File: src/rtl/mem_bus_pkg.sv
`default_nettype none
// ============================================================================
// Module      : mem_bus_pkg
// Description : Shared definitions for the memory bus arbiter and the
//               memory control units that talk to it: arbiter state
//               encoding and request-type constants.
// Revision    : 1.0 - initial release
// ============================================================================
package mem_bus_pkg;

    // Arbiter state encoding
    typedef enum logic [1:0] {
        IDLE    = 2'd0,
        GRANT   = 2'd1,
        BUSY    = 2'd2,
        RELEASE = 2'd3
    } arb_state_t;

    // Request type carried on bus_request_type
    localparam logic REQ_RD = 1'b0;
    localparam logic REQ_WB = 1'b1;

endpackage
`default_nettype wire

File: src/rtl/mem_bus_arbiter_rr_priority_pick.sv
`default_nettype none
// ============================================================================
// Module      : rr_priority_pick
// Description : Combinational round-robin picker with a two-level priority
//               class. High-priority requesters are considered first; if
//               none are requesting, all requesters are eligible. The
//               search starts just after the pointer and wraps.
// Revision    : 1.0 - initial release
// ============================================================================
module rr_priority_pick #(
    parameter int NUM_REQ = 4,
    parameter int ID_W    = 2
) (
    input  logic [NUM_REQ-1:0] req,
    input  logic [NUM_REQ-1:0] prio,
    input  logic [ID_W-1:0]    ptr,
    output logic [NUM_REQ-1:0] pick,
    output logic [ID_W-1:0]    idx,
    output logic               found
);

    localparam int c_sel_w = (NUM_REQ > 1) ? $clog2(NUM_REQ) : 1;

    logic [NUM_REQ-1:0] w_cand;
    logic [c_sel_w-1:0] w_pos;

    // Narrow to the priority class when it is populated, then take the first
    // candidate in rotation order starting at ptr+1.
    always_comb begin
        w_cand = (|(req & prio)) ? (req & prio) : req;
        pick   = '0;
        idx    = '0;
        found  = 1'b0;
        w_pos  = '0;
        for (int k = 1; k <= NUM_REQ; k++) begin
            w_pos = c_sel_w'((int'(ptr) + k) % NUM_REQ);
            if (!found && w_cand[w_pos]) begin
                found       = 1'b1;
                pick[w_pos] = 1'b1;
                idx         = ID_W'(w_pos);
            end
        end
    end

endmodule
`default_nettype wire

File: src/rtl/mem_bus_arbiter.sv
`default_nettype none
// ============================================================================
// Module      : mem_bus_arbiter
// Description : Single-owner arbiter for the shared memory bus. Grants in
//               round-robin order with write-back requests ahead of reads,
//               tracks owner and bus direction, and revokes grants that are
//               not taken up within GRANT_TIMEOUT cycles.
// Revision    : 1.0 - initial release
// ============================================================================
module mem_bus_arbiter
    import mem_bus_pkg::*;
#(
    parameter int NUM_REQ       = 4,
    parameter int ID_W          = 2,
    parameter int GRANT_TIMEOUT = 8
) (
    input  logic               clk,
    input  logic               rst,
    input  logic [NUM_REQ-1:0] bus_request,
    input  logic [NUM_REQ-1:0] bus_request_type,
    input  logic [NUM_REQ-1:0] bus_hold,
    input  logic [NUM_REQ-1:0] bus_direction_in,
    output logic [NUM_REQ-1:0] bus_get,
    output logic               owner_valid,
    output logic [ID_W-1:0]    owner_id,
    output logic               bus_direction,
    output logic               timeout_err
);

    localparam int c_tmr_w = $clog2(GRANT_TIMEOUT) + 1;
    localparam logic [c_tmr_w-1:0] c_tmr_last = c_tmr_w'(GRANT_TIMEOUT - 1);

    arb_state_t          r_state;
    logic [ID_W-1:0]     r_ptr;
    logic [c_tmr_w-1:0]  r_timer;
    logic [NUM_REQ-1:0]  r_own_oh;
    logic [NUM_REQ-1:0]  r_bus_get;
    logic                r_owner_valid;
    logic [ID_W-1:0]     r_owner_id;
    logic                r_bus_direction;
    logic                r_timeout_err;

    logic [NUM_REQ-1:0]  w_prio;
    logic [NUM_REQ-1:0]  w_pick;
    logic [ID_W-1:0]     w_idx;
    logic                w_found;
    logic                w_own_req;
    logic                w_own_hold;
    logic                w_own_dir;

    // Write-back requests form the priority class.
    assign w_prio = bus_request_type ~^ {NUM_REQ{REQ_WB}};

    rr_priority_pick #(
        .NUM_REQ (NUM_REQ),
        .ID_W    (ID_W)
    ) u_pick (
        .req   (bus_request),
        .prio  (w_prio),
        .ptr   (r_ptr),
        .pick  (w_pick),
        .idx   (w_idx),
        .found (w_found)
    );

    // Owner-qualified views of the per-unit inputs; non-owners are masked off.
    assign w_own_req  = |(bus_request      & r_own_oh);
    assign w_own_hold = |(bus_hold         & r_own_oh);
    assign w_own_dir  = |(bus_direction_in & r_own_oh);

    // Arbitration state machine with registered outputs.
    always_ff @(posedge clk or negedge rst) begin
        if (!rst) begin
            r_state         <= IDLE;
            r_ptr           <= ID_W'(NUM_REQ - 1);
            r_timer         <= '0;
            r_own_oh        <= '0;
            r_bus_get       <= '0;
            r_owner_valid   <= 1'b0;
            r_owner_id      <= '0;
            r_bus_direction <= 1'b0;
            r_timeout_err   <= 1'b0;
        end else begin
            r_timeout_err <= 1'b0;
            case (r_state)
                IDLE: begin
                    if (w_found) begin
                        r_bus_get     <= w_pick;
                        r_own_oh      <= w_pick;
                        r_owner_id    <= w_idx;
                        r_owner_valid <= 1'b1;
                        r_ptr         <= w_idx;
                        r_timer       <= '0;
                        r_state       <= GRANT;
                    end
                end
                GRANT: begin
                    if (w_own_hold) begin
                        r_bus_get       <= '0;
                        r_bus_direction <= w_own_dir;
                        r_state         <= BUSY;
                    end else if (!w_own_req) begin
                        r_bus_get       <= '0;
                        r_owner_valid   <= 1'b0;
                        r_bus_direction <= 1'b0;
                        r_state         <= RELEASE;
                    end else if (r_timer == c_tmr_last) begin
                        r_bus_get       <= '0;
                        r_owner_valid   <= 1'b0;
                        r_bus_direction <= 1'b0;
                        r_timeout_err   <= 1'b1;
                        r_state         <= RELEASE;
                    end else if (r_timer != '1) begin
                        r_timer <= r_timer + 1'b1;
                    end
                end
                BUSY: begin
                    // Request is deliberately ignored here; only hold matters.
                    if (w_own_hold) begin
                        r_bus_direction <= w_own_dir;
                    end else begin
                        r_owner_valid   <= 1'b0;
                        r_bus_direction <= 1'b0;
                        r_state         <= RELEASE;
                    end
                end
                RELEASE: begin
                    // Turnaround cycle: never grant here.
                    r_state <= IDLE;
                end
                default: begin
                    r_state <= IDLE;
                end
            endcase
        end
    end

    assign bus_get       = r_bus_get;
    assign owner_valid   = r_owner_valid;
    assign owner_id      = r_owner_id;
    assign bus_direction = r_bus_direction;
    assign timeout_err   = r_timeout_err;

endmodule
`default_nettype wire

File: config.mk
export PLATFORM = sky130hd
export DESIGN_NAME = mem_bus_arbiter
export DESIGN_NICKNAME = d
export VERILOG_FILES = /design/src/rtl/mem_bus_pkg.sv /design/src/rtl/mem_bus_arbiter_rr_priority_pick.sv /design/src/rtl/mem_bus_arbiter.sv
export SDC_FILE = /design/constraint.sdc
export NUM_CORES = 1
export LEC_CHECK = 0
export CAP_MARGIN = 5
export CORE_ASPECT_RATIO = 0.6
export CORE_MARGIN = 2
export CORE_UTILIZATION = 60
export CTS_BUF_LIST = sky130_fd_sc_hd__clkbuf_4 sky130_fd_sc_hd__clkbuf_8
export CTS_CLUSTER_DIAMETER = 80
export CTS_CLUSTER_SIZE = 20
export DETAILED_ROUTE_END_ITERATION = 12
export GPL_ROUTABILITY_DRIVEN = 0
export HOLD_SLACK_MARGIN = 0.12
export PLACE_DENSITY = 0.86
export SYNTH_ARGS = -nofsm -noshare
export SYNTH_HDL_FRONTEND = slang
export SYNTH_HIERARCHICAL = 1
export SYNTH_SLANG_ARGS = --single-unit
File: constraint.sdc
create_clock -name clk -period 8.7 [get_ports clk]
set_input_delay 0.87 -clock clk [delete_from_list [all_inputs] [get_ports clk]]
set_output_delay 0.87 -clock clk [all_outputs]
set_load 0.02 [all_outputs]
# Word-level counts from Yosys, hierarchy flattened
# Index checks and enable logic that the tools add are counted.
[totals]
memories = 0
register_bits = 21
inputBits = 18
mem_bits_rw = 0
out_inout_bits = 9
word_cells = 125
latch_bits = 0
mem_bits_ro = 0
[classes]
bitwise_logic = 7
div = 0
multipliers = 0
n_lt_le_gt_ge = 8
n_reduce_logical = 24
n_eq_ne = 13
addsub = 5
mux = 59
shift = 0
[op_table]
columns = ["op", "count"]
rows = [
  ["two-way mux 4 bit", 14],
  ["two-way mux 1 bit", 23],
  ["two-way mux 2 bit", 9],
  ["AND 4 bit", 4],
  ["one-hot mux 4 bit (2 select lines)", 2],
  ["OR reduction 4 bit", 4],
  ["< comparator 2 x 3 -> 1 bit (second input constant)", 4],
  ["OR 4 bit", 3],
  ["!= test 2 bit (second input constant)", 5],
  ["binary-select mux 1 bit (select 2 bit)", 4],
  ["demux 1 bit (select 2 bit)", 4],
  [">= comparator 2 x 1 -> 1 bit (second input constant)", 4],
  ["!= test 4 bit (second input constant)", 2],
  ["one-hot mux 2 bit (4 select lines)", 1],
  ["logical AND 1 bit", 7],
  ["AND reduction 3 bit", 2],
  ["AND reduction 6 bit", 1],
  ["AND reduction 5 bit", 1],
  ["adder 2 x 1 -> 2 bit (second input constant)", 2],
  ["adder 2 bit (second input constant)", 2],
  ["adder 4 x 1 -> 4 bit (second input constant)", 1],
  ["== test 2 bit (second input constant)", 2],
  ["== test 4 x 3 -> 1 bit (second input constant)", 1],
  ["AND reduction 2 bit", 2],
  ["9 further kinds", 12],
]

# Logic depth before layout (Yosys ltp)
[depth]
depth_word = 17
depth_mapped = 13

# Modules after synthesis
# Netlist, hierarchy kept.
[modules_own_cells]
columns = ["module", "seq_area_each_um2", "area_per_inst_um2", "cells_per_inst", "n_inst"]
rows = [
  ["mem_bus_arbiter", 528.0, 1172.4, 101, 1],
  ["rr_priority_pick", 0.0, 768.2, 106, 1],
]

# Least setup slack after synthesis
# OpenSTA, ideal clock, no wires.
[synth_path]
path_kind = "register -> register"
from = "register r_ptr[0]"
to = "register r_bus_get[1], in the netlist bus_get[1]"
n_path_buf = 3
setup_ns = 0.118
arrival_time_ns = 2.830
path_slack_ns = 5.752
path_stages_with_launch = 14
required_time_ns = 8.582
synth_period_minus_slack_ns = 2.948
path_cell_list = "dfstp_2 > buf_2 > inv_1 > ha_1 > buf_6 > or3b_2 > a21oi_1 > or3_1 > o21ai_1 > buf_2 > nand3b_1 > o2111ai_1 > nor3b_1 > a21o_1"
[synth_via]
elab_chain_cells = 15
elab_cells_between_ends = 53
classes_between = "4 x add/sub; 8 x order compare; 1 x eq/ne; 26 x mux; 3 x bitwise; 11 x reduce/logical"
[synth_rtl]
columns = ["element", "line_no", "source"]
rows = [
  ["start: declaration", "mem_bus_arbiter.sv:34", "logic [ID_W-1:0] r_ptr;"],
  ["start signal: assignment", "mem_bus_arbiter.sv:75", "r_ptr <= ID_W'(NUM_REQ - 1);"],
  ["start signal: assignment", "mem_bus_arbiter.sv:92", "r_ptr <= w_idx;"],
  ["branches (longest 12 deep; another with < comparator 2 x 3 -> 1 bit)", "n/a", ""],
  ["two-way mux 4 bit (*)", "mem_bus_arbiter_rr_priority_pick.sv:37", "if (!found && w_cand[w_pos]) begin"],
  ["net w_pick[1]", "mem_bus_arbiter.sv:44", "logic [NUM_REQ-1:0] w_pick;"],
  ["two-way mux 4 bit (*)", "mem_bus_arbiter.sv:87", "if (w_found) begin"],
  ["one-hot mux 4 bit (2 select lines) (*)", "mem_bus_arbiter.sv:85", "case (r_state)"],
  ["end signal: assignment", "mem_bus_arbiter.sv:88", "r_bus_get <= w_pick;"],
  ["end: declaration", "mem_bus_arbiter.sv:37", "logic [NUM_REQ-1:0] r_bus_get;"],
]
# Mark *: on every way through the listed nets, which the timed path passes. The select of a mux whose other input is x is not followed.
# A chain may end at the register's enable or synchronous reset.

# Final worst setup path
[layout_path]
from = "input bus_request[1]"
to = "register r_bus_get[1], in the netlist bus_get[1]"
[layout_via]
elab_chain_cells = 17
elab_cells_between_ends = 37
classes_between = "2 x eq/ne; 21 x mux; 5 x bitwise; 9 x reduce/logical"
[layout_rtl]
columns = ["element", "line_no", "source"]
rows = [
  ["start: declaration", "mem_bus_arbiter.sv:19", "input logic [NUM_REQ-1:0] bus_request,"],
  ["AND 4 bit", "mem_bus_arbiter_rr_priority_pick.sv:30", "w_cand = (|(req & prio)) ? (req & prio) : req;"],
  ["OR reduction 4 bit", "mem_bus_arbiter_rr_priority_pick.sv:30", ""],
  ["two-way mux 4 bit (*)", "mem_bus_arbiter_rr_priority_pick.sv:30", ""],
  ["binary-select mux 1 bit (select 2 bit)", "mem_bus_arbiter_rr_priority_pick.sv:37", ""],
  ["two-way mux 1 bit (not written as such)", "mem_bus_arbiter_rr_priority_pick.sv:37", ""],
  ["two-way mux 1 bit", "mem_bus_arbiter_rr_priority_pick.sv:37", ""],
  ["zero test 1 bit", "mem_bus_arbiter_rr_priority_pick.sv:37", ""],
  ["logical AND 1 bit", "mem_bus_arbiter_rr_priority_pick.sv:37", ""],
  ["[2 not listed]", "n/a", ""],
  ["logical AND 1 bit", "mem_bus_arbiter_rr_priority_pick.sv:37", ""],
  ["two-way mux 1 bit", "mem_bus_arbiter_rr_priority_pick.sv:37", ""],
  ["zero test 1 bit", "mem_bus_arbiter_rr_priority_pick.sv:37", ""],
  ["logical AND 1 bit", "mem_bus_arbiter_rr_priority_pick.sv:37", ""],
  ["two-way mux 4 bit (*)", "mem_bus_arbiter_rr_priority_pick.sv:37", ""],
  ["net w_pick[1]", "mem_bus_arbiter.sv:44", ""],
  ["two-way mux 4 bit (*)", "mem_bus_arbiter.sv:87", ""],
  ["one-hot mux 4 bit (2 select lines) (*)", "mem_bus_arbiter.sv:85", ""],
]
# The timed path passes the listed nets; every way through them passes the cells marked *. The select of a mux whose other input is x is not followed.

==> flow_metrics.tcl <==
set metrics [dict create \
    syn_inst 207 \
    power_frac_comb 0.658 \
    cts_repair_resize_count 0 \
    critPathLaunchType "primary input" \
    async_flop_share 1.00 \
    max_cap_violations 0 \
    grt_pass1_vias 1640 \
    swShare 0.482 \
    drt_iter0_markers 209 \
    fin_tns_setup_ns 0 \
    p_total_uw 735 \
    io_pins 27 \
    tightest_slew_ns 0.977 \
    post-route-min-period_ns 3.58 \
    die-area_um2 3720 \
    synthDominantCellAreaShare 0.245 \
    synth_area_leaders "dfrtp_1, ha_1, a21o_1" \
    vias_per_cell 7.01 \
    grt_pass1_wl_um 8070 \
    clock_path_buffers 2 \
    rsz0062_at_grt "no" \
    ys_ff_latch 21 \
    critPathKind "primary input to flip-flop" \
    clockPowerShare 0.092 \
    hold_ws_ns 0.497 \
    use_met3 0.0868 \
    clkLatencyLatePin_ns 0.27 \
    post_cts_buffers 0 \
    area_growth_pct 14.7 \
    ant_nets 0 \
    max-slew-margin-rel 0.347 \
    synth_nets 238 \
    clock-sinks 21 \
    numPortBuffers 26 \
    drtPass1Iterations 6 \
    num_rows 15 \
    ys_seq_area_frac 0.272 \
    fill_cells 212 \
    net-switching-power_uw 354 \
    multi_input_area_um2 1290 \
    ys_types 66 \
    synth_ff_type "dfrtp_1" \
    nNetsFinal 259 \
    p_leak_uw 0.000978 \
    place_inst 265 \
    cts_tree "done" \
    yosysWarningCount 6 \
    clock.fmax_mhz 279 \
    instances_no_fill 269 \
    htreeDepth 1 \
    num_vias 1887 \
    dp_hpwl_um 3800 \
    pre_cts_ws_ns 4.98 \
    avgSynthCellArea_um2 9.37 \
    cts-hold-fix-buffers 0 \
    cts-buffers-inserted 3 \
    clockRootBuffer "clkbuf_8" \
    gr-usage-met2 0.470 \
    drt_wl_total_um 5090 \
    core_area_um2 2970 \
    critPathArrivalTime_ns 3.79 \
    drv_slew 0 \
    wl_per_cell_um 18.9 \
    drive_above_1_share 0.123 \
    period_share 0.412 \
    finalClockSkew_ns 0.00220 \
    initial_core_util 0.654 \
    powerDensity_nw_per_um2 330 \
    internal_power_uw 381 \
    end_kind "flip-flop" \
    antenna_found_initial 0 \
    met1_usage 0.380 \
    grt_max_degree 22 \
    setup_ws_ns 5.12 \
    ff_latch_area_um2 528 \
    ir_drop_mv 0.187 \
    die_x_um 77.4 \
    die_h_um 48.1 \
    worstPathMaxFanout 16 \
    hold_violations 0 \
    gr-usage-all-layers 0.284 \
    finalSetupViolations 0 \
    status "complete, no violations" \
    synth_edf_count 0 \
    required_ns 8.91 \
    seq_power_share 0.251 \
    grt_remaining_overflow 0 \
    clkTransAtPathRegs_ns 0.08 \
    hp-class "flip-flop to flip-flop" \
    drc_errors 0 \
    syn_area_um2 1940 \
    antennaDiodeCount 0 \
    synth_top_area_cell "dfrtp_1" \
    globalRoute.busiestLayer "met2" \
]
## logic make-up (layout without fill, tap and decap cells)
kind of cell / after synthesis / in the layout / synth area share
AOI/OAI and AO/OA: 69 / 69 / 0.303
buffers and inverters: 21 / 41 / 0.0606
muxes: 9 / 9 / 0.0561
adders and majority gates: 13 / 13 / 0.0838
DFF: 21 / 21 / 0.272
and+or+nand+nor: 74 / 74 / 0.224
## sequential cells by signal, summed over array words and instances (netlist names)
register,count
r_ptr,2
r_own_oh,4
bus_direction,1
owner_id,2
bus_get,4
r_timer,4
timeout_err,1
r_state,2
owner_valid,1
## power groups by stage
stage / Clock, uW / Combinational, uW / Sequential [uW]
after floorplan: 0 / 371 / 178
after global placement: 0 / 445 / 182
after detailed placement: 0 / 468 / 184
after CTS: 68.4 / 472 / 183
after global routing: 71.6 / 523 / 188
final: 67.5 / 483 / 184
## worst paths after layout
path / startpoint / to / cells past startpoint / slack, ns
worst max register to register: r_ptr[0] / bus_get[1] / 10 / 5.12
worst max-delay path: bus_request[1] / bus_get[1] / 9 / 5.12
worst min register to register: owner_id[0] / owner_id[0] / 1 / 0.50
max in group asynchronous: rst / r_own_oh[3] / 1 / 6.97
worst min-delay path: owner_id[0] / owner_id[0] / 1 / 0.50
min in group asynchronous: rst / r_state[0] / 1 / 1.14
## cell usage after synthesis (2+ instances only)
| cell type | n |
|---|---|
| nand4b_1 | 2 |
| mux2_2 | 4 |
| and2_1 | 3 |
| o2111ai_1 | 4 |
| buf_6 | 4 |
| a31oi_1 | 5 |
| nor2_1 | 11 |
| a22o_2 | 2 |
| nand3_1 | 5 |
| mux2i_1 | 2 |
| and3_1 | 6 |
| buf_2 | 4 |
| or3b_2 | 2 |
| nand3b_1 | 8 |
| o2bb2ai_1 | 2 |
| ha_1 | 13 |
| dfstp_2 | 2 |
| nand2_1 | 13 |
| or3_1 | 2 |
| o21ai_0 | 4 |
| nor3b_1 | 4 |
| mux2_4 | 2 |
| dfrtp_1 | 19 |
| a22o_1 | 4 |
| inv_1 | 11 |
| o211ai_1 | 4 |
| nor2b_1 | 2 |
| a22oi_1 | 2 |
| nor3_1 | 4 |
| a21oi_1 | 7 |
| a21o_1 | 8 |
| a211o_1 | 2 |
| o211a_1 | 2 |
| nand4_1 | 4 |
| o21ai_1 | 2 |
| a22oi_2 | 2 |
## area by class of cell
type / instances / area share
clock inverter: 1 / 0.00337
clock buffer: 3 / 0.0185
multi-input combinational: 165 / 0.582
inverter: 11 / 0.0185
sequential: 21 / 0.237
tap: 42 / 0.0236
timing repair buffer: 26 / 0.117
## critical path, cell delays in order
cell             delay [ns]
clkdlybuf4s50_1        0.75
a22oi_1                0.17
a31oi_1                0.41
mux2i_1                0.18
o21ai_1                0.65
nand3b_1               0.21
o2111ai_1              0.19
nor3b_1                0.24
a21o_1                 0.12
## stage by stage
stage	util	area, um2
global route	0.751	2230
floorplan	-	1940
CTS	0.751	2230
global placement	0.734	2180
finish	0.751	2230
detailed placement	0.734	2180
## per-layer routing
metal | vias to the layer above | wire length, um
li1 | 847 | -
met1 | 897 | 2240
met2 | 125 | 2260
met3 | 18 | 511
met4 | 0 | 76
met5 | - | 0
## cells in the final DEF, fill, tap and decap left out, types with 2 or more instances in the layout
| cell type | n |
|---|---|
| a211o_1 | 2 |
| a21o_1 | 8 |
| a21oi_1 | 7 |
| a22o_1 | 4 |
| a22o_2 | 2 |
| a22oi_1 | 2 |
| a22oi_2 | 2 |
| a31oi_1 | 5 |
| and2_1 | 3 |
| and3_1 | 6 |
| clkbuf_8 | 3 |
| clkdlybuf4s50_1 | 26 |
| dfrtp_1 | 19 |
| dfstp_2 | 2 |
| ha_1 | 13 |
| inv_1 | 11 |
| mux2_2 | 4 |
| mux2_4 | 2 |
| mux2i_1 | 2 |
| nand2_1 | 13 |
| nand3_1 | 5 |
| nand3b_1 | 8 |
| nand4_1 | 4 |
| nand4b_1 | 2 |
| nor2_1 | 11 |
| nor2b_1 | 2 |
| nor3_1 | 4 |
| nor3b_1 | 4 |
| o2111ai_1 | 4 |
| o211a_1 | 2 |
| o211ai_1 | 4 |
| o21ai_0 | 4 |
| o21ai_1 | 2 |
| o2bb2ai_1 | 2 |
| or3_1 | 2 |
| or3b_2 | 2 |
No activity file was read; power rests on OpenSTA's default activity.
